## config.mk

```make
export PLATFORM = sky130hd
export DESIGN_NAME = spi_slave_reg_ctrl
export DESIGN_NICKNAME = d
export VERILOG_FILES = /design/src/rtl/spi_slave_reg_ctrl.sv
export SDC_FILE = /design/constraint.sdc
export NUM_CORES = 1
export LEC_CHECK = 0
export CORE_MARGIN = 4
export CORE_UTILIZATION = 25
export CTS_BUF_LIST = sky130_fd_sc_hd__clkbuf_8
export DETAILED_ROUTE_END_ITERATION = 12
export PLACE_DENSITY = 0.48
export SLEW_MARGIN = 20
export SYNTH_ARGS = -nofsm -noshare
export SYNTH_HDL_FRONTEND = slang
export SYNTH_SLANG_ARGS = --single-unit
```

## constraint.sdc

```tcl
create_clock -name sclk -period 2.16 [get_ports sclk]
set_input_delay 0.648 -clock sclk [delete_from_list [all_inputs] [get_ports sclk]]
set_output_delay 0.648 -clock sclk [all_outputs]
set_load 0.005 [all_outputs]
```

## src/rtl/spi_slave_reg_ctrl.sv

```systemverilog
// spi_slave_reg_ctrl: SPI command sequencer between rx/tx shifters and a 4-entry register file.
// Latency: write strobe on the edge after the data byte; read data valid 2 edges after the opcode.
// Backpressure: tx_valid/tx_data held until tx_ready; rx has no backpressure (bytes ignored when not expected).
//
// Ports:
//   sclk, rstn                    clock, async active-low reset
//   cs_n                          chip select (sync to sclk); high ends/aborts a transaction
//   rx_data, rx_valid             received byte + 1-cycle strobe from the rx shifter
//   reg_wr_addr/data/valid        register-file write port (1-cycle strobe)
//   reg_rd_addr, reg_rd_data      register-file read port (data combinational from address)
//   tx_data, tx_valid, tx_ready   read data handed to the tx shifter
//   busy                          transaction in progress
//   err_cnt                       unknown-opcode count, saturating at 15
//
// Build option: SPI_REG_AUTOINC_EN enables burst access (address auto-increment,
// continuous writes / reads until cs_n rises). Undefined: one access per transaction.
module spi_slave_reg_ctrl #(
  parameter int         REG_SIZE = 8,
  parameter logic [5:0] CMD_WR   = 6'h04,
  parameter logic [5:0] CMD_RD   = 6'h05
) (
  input  logic                sclk,
  input  logic                rstn,
  input  logic                cs_n,
  input  logic [REG_SIZE-1:0] rx_data,
  input  logic                rx_valid,
  output logic [1:0]          reg_wr_addr,
  output logic [REG_SIZE-1:0] reg_wr_data,
  output logic                reg_wr_valid,
  output logic [1:0]          reg_rd_addr,
  input  logic [REG_SIZE-1:0] reg_rd_data,
  output logic [REG_SIZE-1:0] tx_data,
  output logic                tx_valid,
  input  logic                tx_ready,
  output logic                busy,
  output logic [3:0]          err_cnt
);

  typedef enum logic [2:0] {
    IDLE  = 3'd0,
    WDATA = 3'd1,
    RLOAD = 3'd2,
    RSEND = 3'd3,
    DONE  = 3'd4
  } state_t;

  state_t state;

  // Opcode byte always sits in the low 8 bits of the received word.
  logic [5:0] opc_cmd;
  logic [1:0] opc_addr;
  assign opc_cmd  = rx_data[7:2];
  assign opc_addr = rx_data[1:0];

  always_ff @(posedge sclk or negedge rstn) begin
    if (!rstn) begin
      state        <= IDLE;
      reg_wr_addr  <= '0;
      reg_wr_data  <= '0;
      reg_wr_valid <= 1'b0;
      reg_rd_addr  <= '0;
      tx_data      <= '0;
      tx_valid     <= 1'b0;
      busy         <= 1'b0;
      err_cnt      <= '0;
    end else begin
      // Write strobe is a single-cycle pulse unless re-armed below.
      reg_wr_valid <= 1'b0;

      if (cs_n) begin
        // Deselect wins over any byte or handshake in the same cycle.
        state    <= IDLE;
        tx_valid <= 1'b0;
        busy     <= 1'b0;
      end else begin
        case (state)
          IDLE: begin
            if (rx_valid) begin
              busy <= 1'b1;
              if (opc_cmd == CMD_WR) begin
                reg_wr_addr <= opc_addr;
                state       <= WDATA;
              end else if (opc_cmd == CMD_RD) begin
                reg_rd_addr <= opc_addr;
                state       <= RLOAD;
              end else begin
                if (err_cnt != 4'hF) err_cnt <= err_cnt + 4'd1;
                state <= DONE;
              end
            end
          end

          WDATA: begin
`ifdef SPI_REG_AUTOINC_EN
            // Advance the address the cycle after a strobe so that the strobe
            // itself is always presented with the address it was meant for.
            if (reg_wr_valid) reg_wr_addr <= reg_wr_addr + 2'd1;
            if (rx_valid) begin
              reg_wr_data  <= rx_data;
              reg_wr_valid <= 1'b1;
            end
`else
            if (rx_valid) begin
              reg_wr_data  <= rx_data;
              reg_wr_valid <= 1'b1;
              state        <= DONE;
            end
`endif
          end

          RLOAD: begin
            tx_data  <= reg_rd_data;
            tx_valid <= 1'b1;
            state    <= RSEND;
          end

          RSEND: begin
            if (tx_valid && tx_ready) begin
              tx_valid <= 1'b0;
`ifdef SPI_REG_AUTOINC_EN
              reg_rd_addr <= reg_rd_addr + 2'd1;
              state       <= RLOAD;
`else
              state       <= DONE;
`endif
            end
          end

          DONE: state <= DONE;

          default: state <= IDLE;
        endcase
      end
    end
  end

endmodule

```

==> summary.txt, run 1 <==
# IOs: 48
Syn Area/Cell: 13.65 µm²
Crit path required time: 2.32 ns
Mapped cell area: 0.001351 mm²
RSZ-0062 raised after global routing: no
Clock latency on the worst-skew pair: 0.27 ns
Gr ovfl total: 0
Syn Nets: 121
Setup Viol. Count Final: 0
DRC errors left: 0
CTS H-tree depth: 2
Dpl cells: 222
Commonest non-fill, non-tap cell in the layout: clkdlybuf4s50_1
First-pass GRT wire length: 5533 µm
Final period utilization: 92.20%
1st-pass router iterations: 4
Inserted Diodes: 0
CTS buffer count: 5
Part of the Yosys area used for sequential elements: 55.56%
Layout cell share with drive strength beyond 1: 26.71%
PD cells: 694.6 mW/mm²
Die Ht: 81.52 µm
Fillers: 490
Hold slack: 0.4861 ns
Yosys warns: 0
GR peak layer: met2
RR Startpoint: state[0]
HPWL Detailed: 2578 µm
FF-to-FF setup slack: 0.52 ns
I/O Buffers: 47
Reg-to-Reg End: err_cnt[2]
Final WL: 3360 µm
DR vias/cell: 4.463
Min-Delay Path Class: flop to flop
Worst slack, placed: -0.3207 ns
CTS Sinks: 30
Number of global-route vias before repair: 1164
CP startpoint: rx_data[6]
Peak VDD IR: 344.7 µV
WS Path Type: primary input to flop
Nets: 183
Outcome: complete, no violations
Die Wd: 81.52 µm
Initial drt markers: 49
Met3 GRT Util: 5.373%
Max clock buf depth: 2
GRT Overall Usage: 11.02%
Commonest cells after routing, fill and taps aside: clkdlybuf4s50_1, dfrtp_1, mux2_2, buf_4, inv_1
Post-route antenna net violation count: 0
Syn Inst Count: 99
Finished Layout Cells: 231
Initial antenna violation count: 0
RePlAce Congestion: 0.8475
Root buf cell: clkbuf_8
Clock-pin slew on the worst setup and hold paths: 0.06 ns
Rows: 26
Vias: 1031
Fmax: 502.1 MHz
Largest net degree at the start of global routing: 31
CTS tree: yes
CP Launch Type: primary input
Element type at the critical path end: flop
Global routing usage on met1: 11.87%
Starting density of the core: 26.12%
Critical path endpoint: reg_rd_addr[1]
Routed len/inst: 14.55 µm
Relative slew slack: 73.83%
Die ar.: 0.006646 mm²
Fin worst setup slack: 0.1686 ns
Core area: 0.005172 mm²
Worst Tran Pin Value: 0.3926 ns
Slew Limit Fails: 0
Leakage: 0.9203 nW
Register bit count reported by yosys: 30
Final Critical Period: 1.991 ns
Final Hold Fails: 0
Worst path arrival time: 2.15 ns
Max cap viols: 0
FF-to-FF path depth: 4
Syn-to-layout area delta: 52.22%
Yosys cell types: 34
Final Util: 39.77%
CTS Hold Buffers Added: 0
Overall power: 1.429 mW
Max Clock Skew: 0.002703 ns
Worst Path Max Fanout: 5
GR met2 Demand/Resource: 19.38%
-- worst max-delay path, stage by stage --
cell	delay, ns
dlygate4sd2_1	0.24
or4b_4	0.59
nor2_4	0.16
and3_4	0.22
mux2_4	0.29
-- synthesized netlist by cell type --
cell type / instances / share of area, %
buf_4: 1 / 0.56
nand2_1: 2 / 0.56
o41ai_1: 1 / 0.65
and3_1: 1 / 0.46
nor3_1: 1 / 0.37
nor4_1: 1 / 0.46
mux2_1: 3 / 2.5
mux2_4: 3 / 3.3
dfrtp_1: 30 / 56
o21ai_0: 4 / 1.5
inv_1: 5 / 1.4
nor2_2: 1 / 0.46
a21oi_1: 1 / 0.37
nand3b_1: 1 / 0.56
a311oi_2: 1 / 1.1
or3b_1: 1 / 0.65
a31oi_1: 2 / 0.93
nand2b_2: 1 / 0.65
ha_1: 1 / 0.93
o21a_1: 1 / 0.56
nand4_1: 1 / 0.46
nor2_1: 5 / 1.4
buf_6: 1 / 0.83
o211ai_1: 1 / 0.56
nor3_4: 2 / 2.4
and3_4: 1 / 0.83
nand2b_1: 2 / 0.93
nor2_4: 1 / 0.83
mux2_2: 16 / 13
or4b_4: 1 / 1.0
xor2_1: 2 / 1.3
nand3_1: 2 / 0.74
nand3_4: 1 / 1.3
a211oi_1: 1 / 0.56
-- how the worst min path moves through the flow --
stage,depth (start not counted),endpoint,slack [ns],start
floorplan,0,busy,0.35,rstn
global placement,1,reg_wr_addr[0],0.48,reg_wr_addr[0]
detailed placement,1,reg_wr_addr[0],0.48,reg_wr_addr[0]
CTS,1,reg_wr_addr[0],0.50,reg_wr_addr[0]
global route,1,reg_wr_addr[1],0.52,reg_wr_addr[1]
finish,1,reg_wr_addr[0],0.49,reg_wr_addr[0]
-- power by group --
part / total, mW / internal [mW] / switching [mW] / leakage (nW)
Clock: 0.400 / 0.212 / 0.188 / 0.0466
Sequential: 0.697 / 0.629 / 0.0687 / 0.396
Combinational: 0.331 / 0.221 / 0.110 / 0.478
Total: 1.43 / 1.06 / 0.368 / 0.920
-- state kept, by name, indices dropped and copies added (netlist names) --
signal,cells
busy,1
tx_valid,1
reg_wr_data,8
reg_rd_addr,2
err_cnt,4
tx_data,8
reg_wr_addr,2
state,3
reg_wr_valid,1
-- metrics by stage --
stage | instance area [µm²] | TNS (ns)
floorplan | 1351 | 0
global placement | 1963 | -1.526
detailed placement | 1963 | -1.871
CTS | 2044 | 0
global route | 2057 | 0
finish | 2057 | 0
-- final cells by class --
cell class	instances	area (µm²)	area share, %
inverters	5	18.77	0.9124
clock inverters	2	7.507	0.3650
clock buffers	5	68.82	3.346
multi-input cells	62	563.0	27.37
repair buffers	57	560.5	27.25
well taps	70	87.58	4.258
flip-flops and latches	30	750.7	36.50
-- metal layers --
metal / vias up / part of all wire [%] / routed length [µm]
met5: - / 0 / 0
met4: 0 / 0.74 / 25
met3: 3 / 8.3 / 279
met2: 36 / 51 / 1709
met1: 515 / 40 / 1346
li1: 477 / - / -
-- cell families (layout without fill, tap and decap cells) --
family                   count (synthesis)  after routing  synth area share [%]
buffers and inverters                    7             69                 2.778
multiplexers                            22             22                 19.17
flip-flops                              30             30                 55.56
AND/OR/NAND/NOR                         25             25                 14.08
XOR/XNOR                                 2              2                 1.297
AO/OA/AOI/OAI                           12             12                 6.204
adder cells (fa/ha/maj)                  1              1                0.9258
-- repair_timing --
action | in CTS | in global routing
setup buffers | 1 | 1
endpoints found under the setup margin | 2 | 4
pin swaps | 3 | 3
resized for setup | 2 | 2
Power figures use the tool's default switching activity.
==> inputs of run 2 (changes only) <==
--- a/config.mk
+++ b/config.mk
@@ -5,11 +5,13 @@
 export SDC_FILE = /design/constraint.sdc
 export NUM_CORES = 1
 export LEC_CHECK = 0
-export CORE_MARGIN = 4
+export CELL_PAD_IN_SITES_DETAIL_PLACEMENT = 0
+export CELL_PAD_IN_SITES_GLOBAL_PLACEMENT = 1
+export CORE_MARGIN = 2
 export CORE_UTILIZATION = 25
 export CTS_BUF_LIST = sky130_fd_sc_hd__clkbuf_8
 export DETAILED_ROUTE_END_ITERATION = 12
-export PLACE_DENSITY = 0.48
+export PLACE_DENSITY = 0.58
 export SLEW_MARGIN = 20
 export SYNTH_ARGS = -nofsm -noshare
 export SYNTH_HDL_FRONTEND = slang
==> summary.txt, run 2 (synthesized netlist as in run 1, its figures left out) <==
Slew Limit Fails: 0 (unchanged)
Starting density of the core: 26.12% (unchanged)
First-pass GRT wire length: 5112 µm (was 5533 µm)
1st-pass router iterations: 2 (was 4)
Finished Layout Cells: 231 (unchanged)
Outcome: complete, no violations (unchanged)
I/O Buffers: 47 (unchanged)
CTS buffer count: 5 (unchanged)
Largest registers: reg_wr_data: 8 flops, tx_data: 8 flops, err_cnt: 4 flops (unchanged)
Max cap viols: 0 (unchanged)
Max clock buf depth: 2 (unchanged)
# IOs: 48 (unchanged)
Vias: 1005 (was 1031)
GRT Overall Usage: 11.15% (was 11.02%)
WS Path Type: primary input to flop (unchanged)
Post-route antenna net violation count: 0 (unchanged)
Gr ovfl total: 0 (unchanged)
RePlAce Congestion: 0.7045 (was 0.8475)
Final Hold Fails: 0 (unchanged)
Final period utilization: 98.44% (was 92.20%)
Leakage: 0.9039 nW (was 0.9203 nW)
Crit path required time: 2.32 ns (about the same)
Core area: 0.005172 mm² (unchanged)
Routed len/inst: 13.16 µm (was 14.55 µm)
Relative slew slack: 74.05% (was 73.83%)
Element type at the critical path end: flop (unchanged)
GR peak layer: met2 (unchanged)
Commonest non-fill, non-tap cell in the layout: clkdlybuf4s50_1 (unchanged)
Die ar.: 0.006009 mm² (was 0.006646 mm²)
Nets: 182 (was 183)
Clock latency on the worst-skew pair: 0.28 ns (was 0.27 ns)
Largest net degree at the start of global routing: 31 (unchanged)
CTS tree: yes (unchanged)
CP Launch Type: primary input (unchanged)
Inserted Diodes: 0 (unchanged)
Final WL: 3040 µm (was 3360 µm)
Hold slack: 0.4942 ns (was 0.4861 ns)
Initial antenna violation count: 0 (unchanged)
HPWL Detailed: 2278 µm (was 2578 µm)
Die Wd: 77.52 µm (was 81.52 µm)
CTS Sinks: 30 (unchanged)
GR met2 Demand/Resource: 17.65% (was 19.38%)
CP bufs+invs: 1 (unchanged)
Clock-pin slew on the worst setup and hold paths: 0.06 ns (about the same)
Final Critical Period: 2.126 ns (was 1.991 ns)
Setup Viol. Count Final: 0 (unchanged)
Commonest cells after routing, fill and taps aside: clkdlybuf4s50_1, dfrtp_1, mux2_2, buf_4 (was clkdlybuf4s50_1, dfrtp_1, mux2_2, buf_4, inv_1)
Max Clock Skew: 0.003028 ns (was 0.002703 ns)
Syn-to-layout area delta: 52.31% (was 52.22%)
Initial drt markers: 23 (was 49)
CTS H-tree depth: 2 (unchanged)
PD cells: 717.6 mW/mm² (was 694.6 mW/mm²)
Die Ht: 77.52 µm (was 81.52 µm)
CP top delay family: simple AND/OR/NAND/NOR gates (unchanged)
Slowest stage delay, CP: 0.55 ns (was 0.59 ns)
Global routing usage on met1: 12.97% (was 11.87%)
DRC errors left: 0 (unchanged)
Worst Tran Pin Value: 0.3892 ns (was 0.3926 ns)
Dpl cells: 223 (was 222)
Layout cell share with drive strength beyond 1: 27.33% (was 26.71%)
Number of global-route vias before repair: 1050 (was 1164)
Root buf cell: clkbuf_8 (unchanged)
Post-Layout Inst Area: 0.002058 mm² (was 0.002057 mm²)
CP max stage cell: or4b_4 (unchanged)
Worst Path Max Fanout: 4 (was 5)
Rows: 26 (unchanged)
Min-Delay Path Class: flop to flop (unchanged)
Fmax: 470.3 MHz (was 502.1 MHz)
Met3 GRT Util: 4.070% (was 5.373%)
Peak VDD IR: 276.6 µV (was 344.7 µV)
DR vias/cell: 4.351 (was 4.463)
Placement Cell Area: 0.001971 mm² (was 0.001963 mm²)
Worst path arrival time: 2.29 ns (was 2.15 ns)
RSZ-0062 raised after global routing: no (unchanged)
Critical path, cell by cell: clkdlybuf4s50_1 -> or4b_4 -> nor2_4 -> and3_4 -> mux2_4 (was dlygate4sd2_1 -> or4b_4 -> nor2_4 -> and3_4 -> mux2_4)
## run 2: cell types whose count changed in the layout (fill, tap and decap cells not counted), sizes merged
cell and change:
clkdlybuf4s50 +1, dlygate4sd2 +1, clkbuf +1, inv -1
clkinv +1, dlymetal6s2s -2, buf -1
## run 2: path summary, 6_finish.rpt
check / startpoint / cells after the start / slack [ns] / endpoint
worst min-delay path: reg_wr_addr[1] / 1 / 0.49 / reg_wr_addr[1]
min in group asynchronous: rstn / 2 / 0.76 / reg_wr_addr[1]
max in group asynchronous: rstn / 2 / 1.11 / busy
worst min register to register: reg_wr_addr[1] / 1 / 0.49 / reg_wr_addr[1]
worst max register to register: state[0] / 4 / 0.50 / err_cnt[1]
worst max-delay path: rx_data[6] / 5 / 0.03 / reg_rd_addr[1]
## run 2: per-stage QoR
| step | setup slack (ns) | TNS, ns | util (%) | total power [mW] |
|---|---|---|---|---|
| floorplan | 0.1941 | 0 | - | 0.8176 |
| global placement | -0.2639 | -1.770 | 38.10 | 1.030 |
| detailed placement | -0.2937 | -1.965 | 38.10 | 1.037 |
| CTS | 0.01924 | 0 | 39.79 | 1.503 |
| global route | 0.01175 | 0 | 39.79 | 1.558 |
| finish | 0.03368 | 0 | 39.79 | 1.477 |
## run 2: power breakdown
group | switching [mW] | internal (mW) | total, mW
Clock | 0.205 | 0.252 | 0.456
Sequential | 0.0685 | 0.628 | 0.697
Combinational | 0.105 | 0.219 | 0.324
Total | 0.378 | 1.10 | 1.48
## run 2: timing repair
item	in CTS	in global routing
setup endpoints to repair	1	2
gates resized for setup	3	0
hold buffers	0	0
pin swaps	3	1
buffers inserted	0	0
## run 2: per-layer routing
layer	wire length, µm	part of all wire [%]
met3	182	6.0
met5	0	0
met1	1349	44
met4	82	2.7
met2	1426	47
## run 2: layout make-up
cell class,instances,area [µm²]
Timing Repair Buffer,56,546.8
Tap cell,70,87.58
Clock inverter,2,8.758
Sequential cell,30,750.7
Fill cell,495,3114
Clock buffer,6,82.58
Inverter,5,18.77
Multi-Input combinational cell,62,563.0
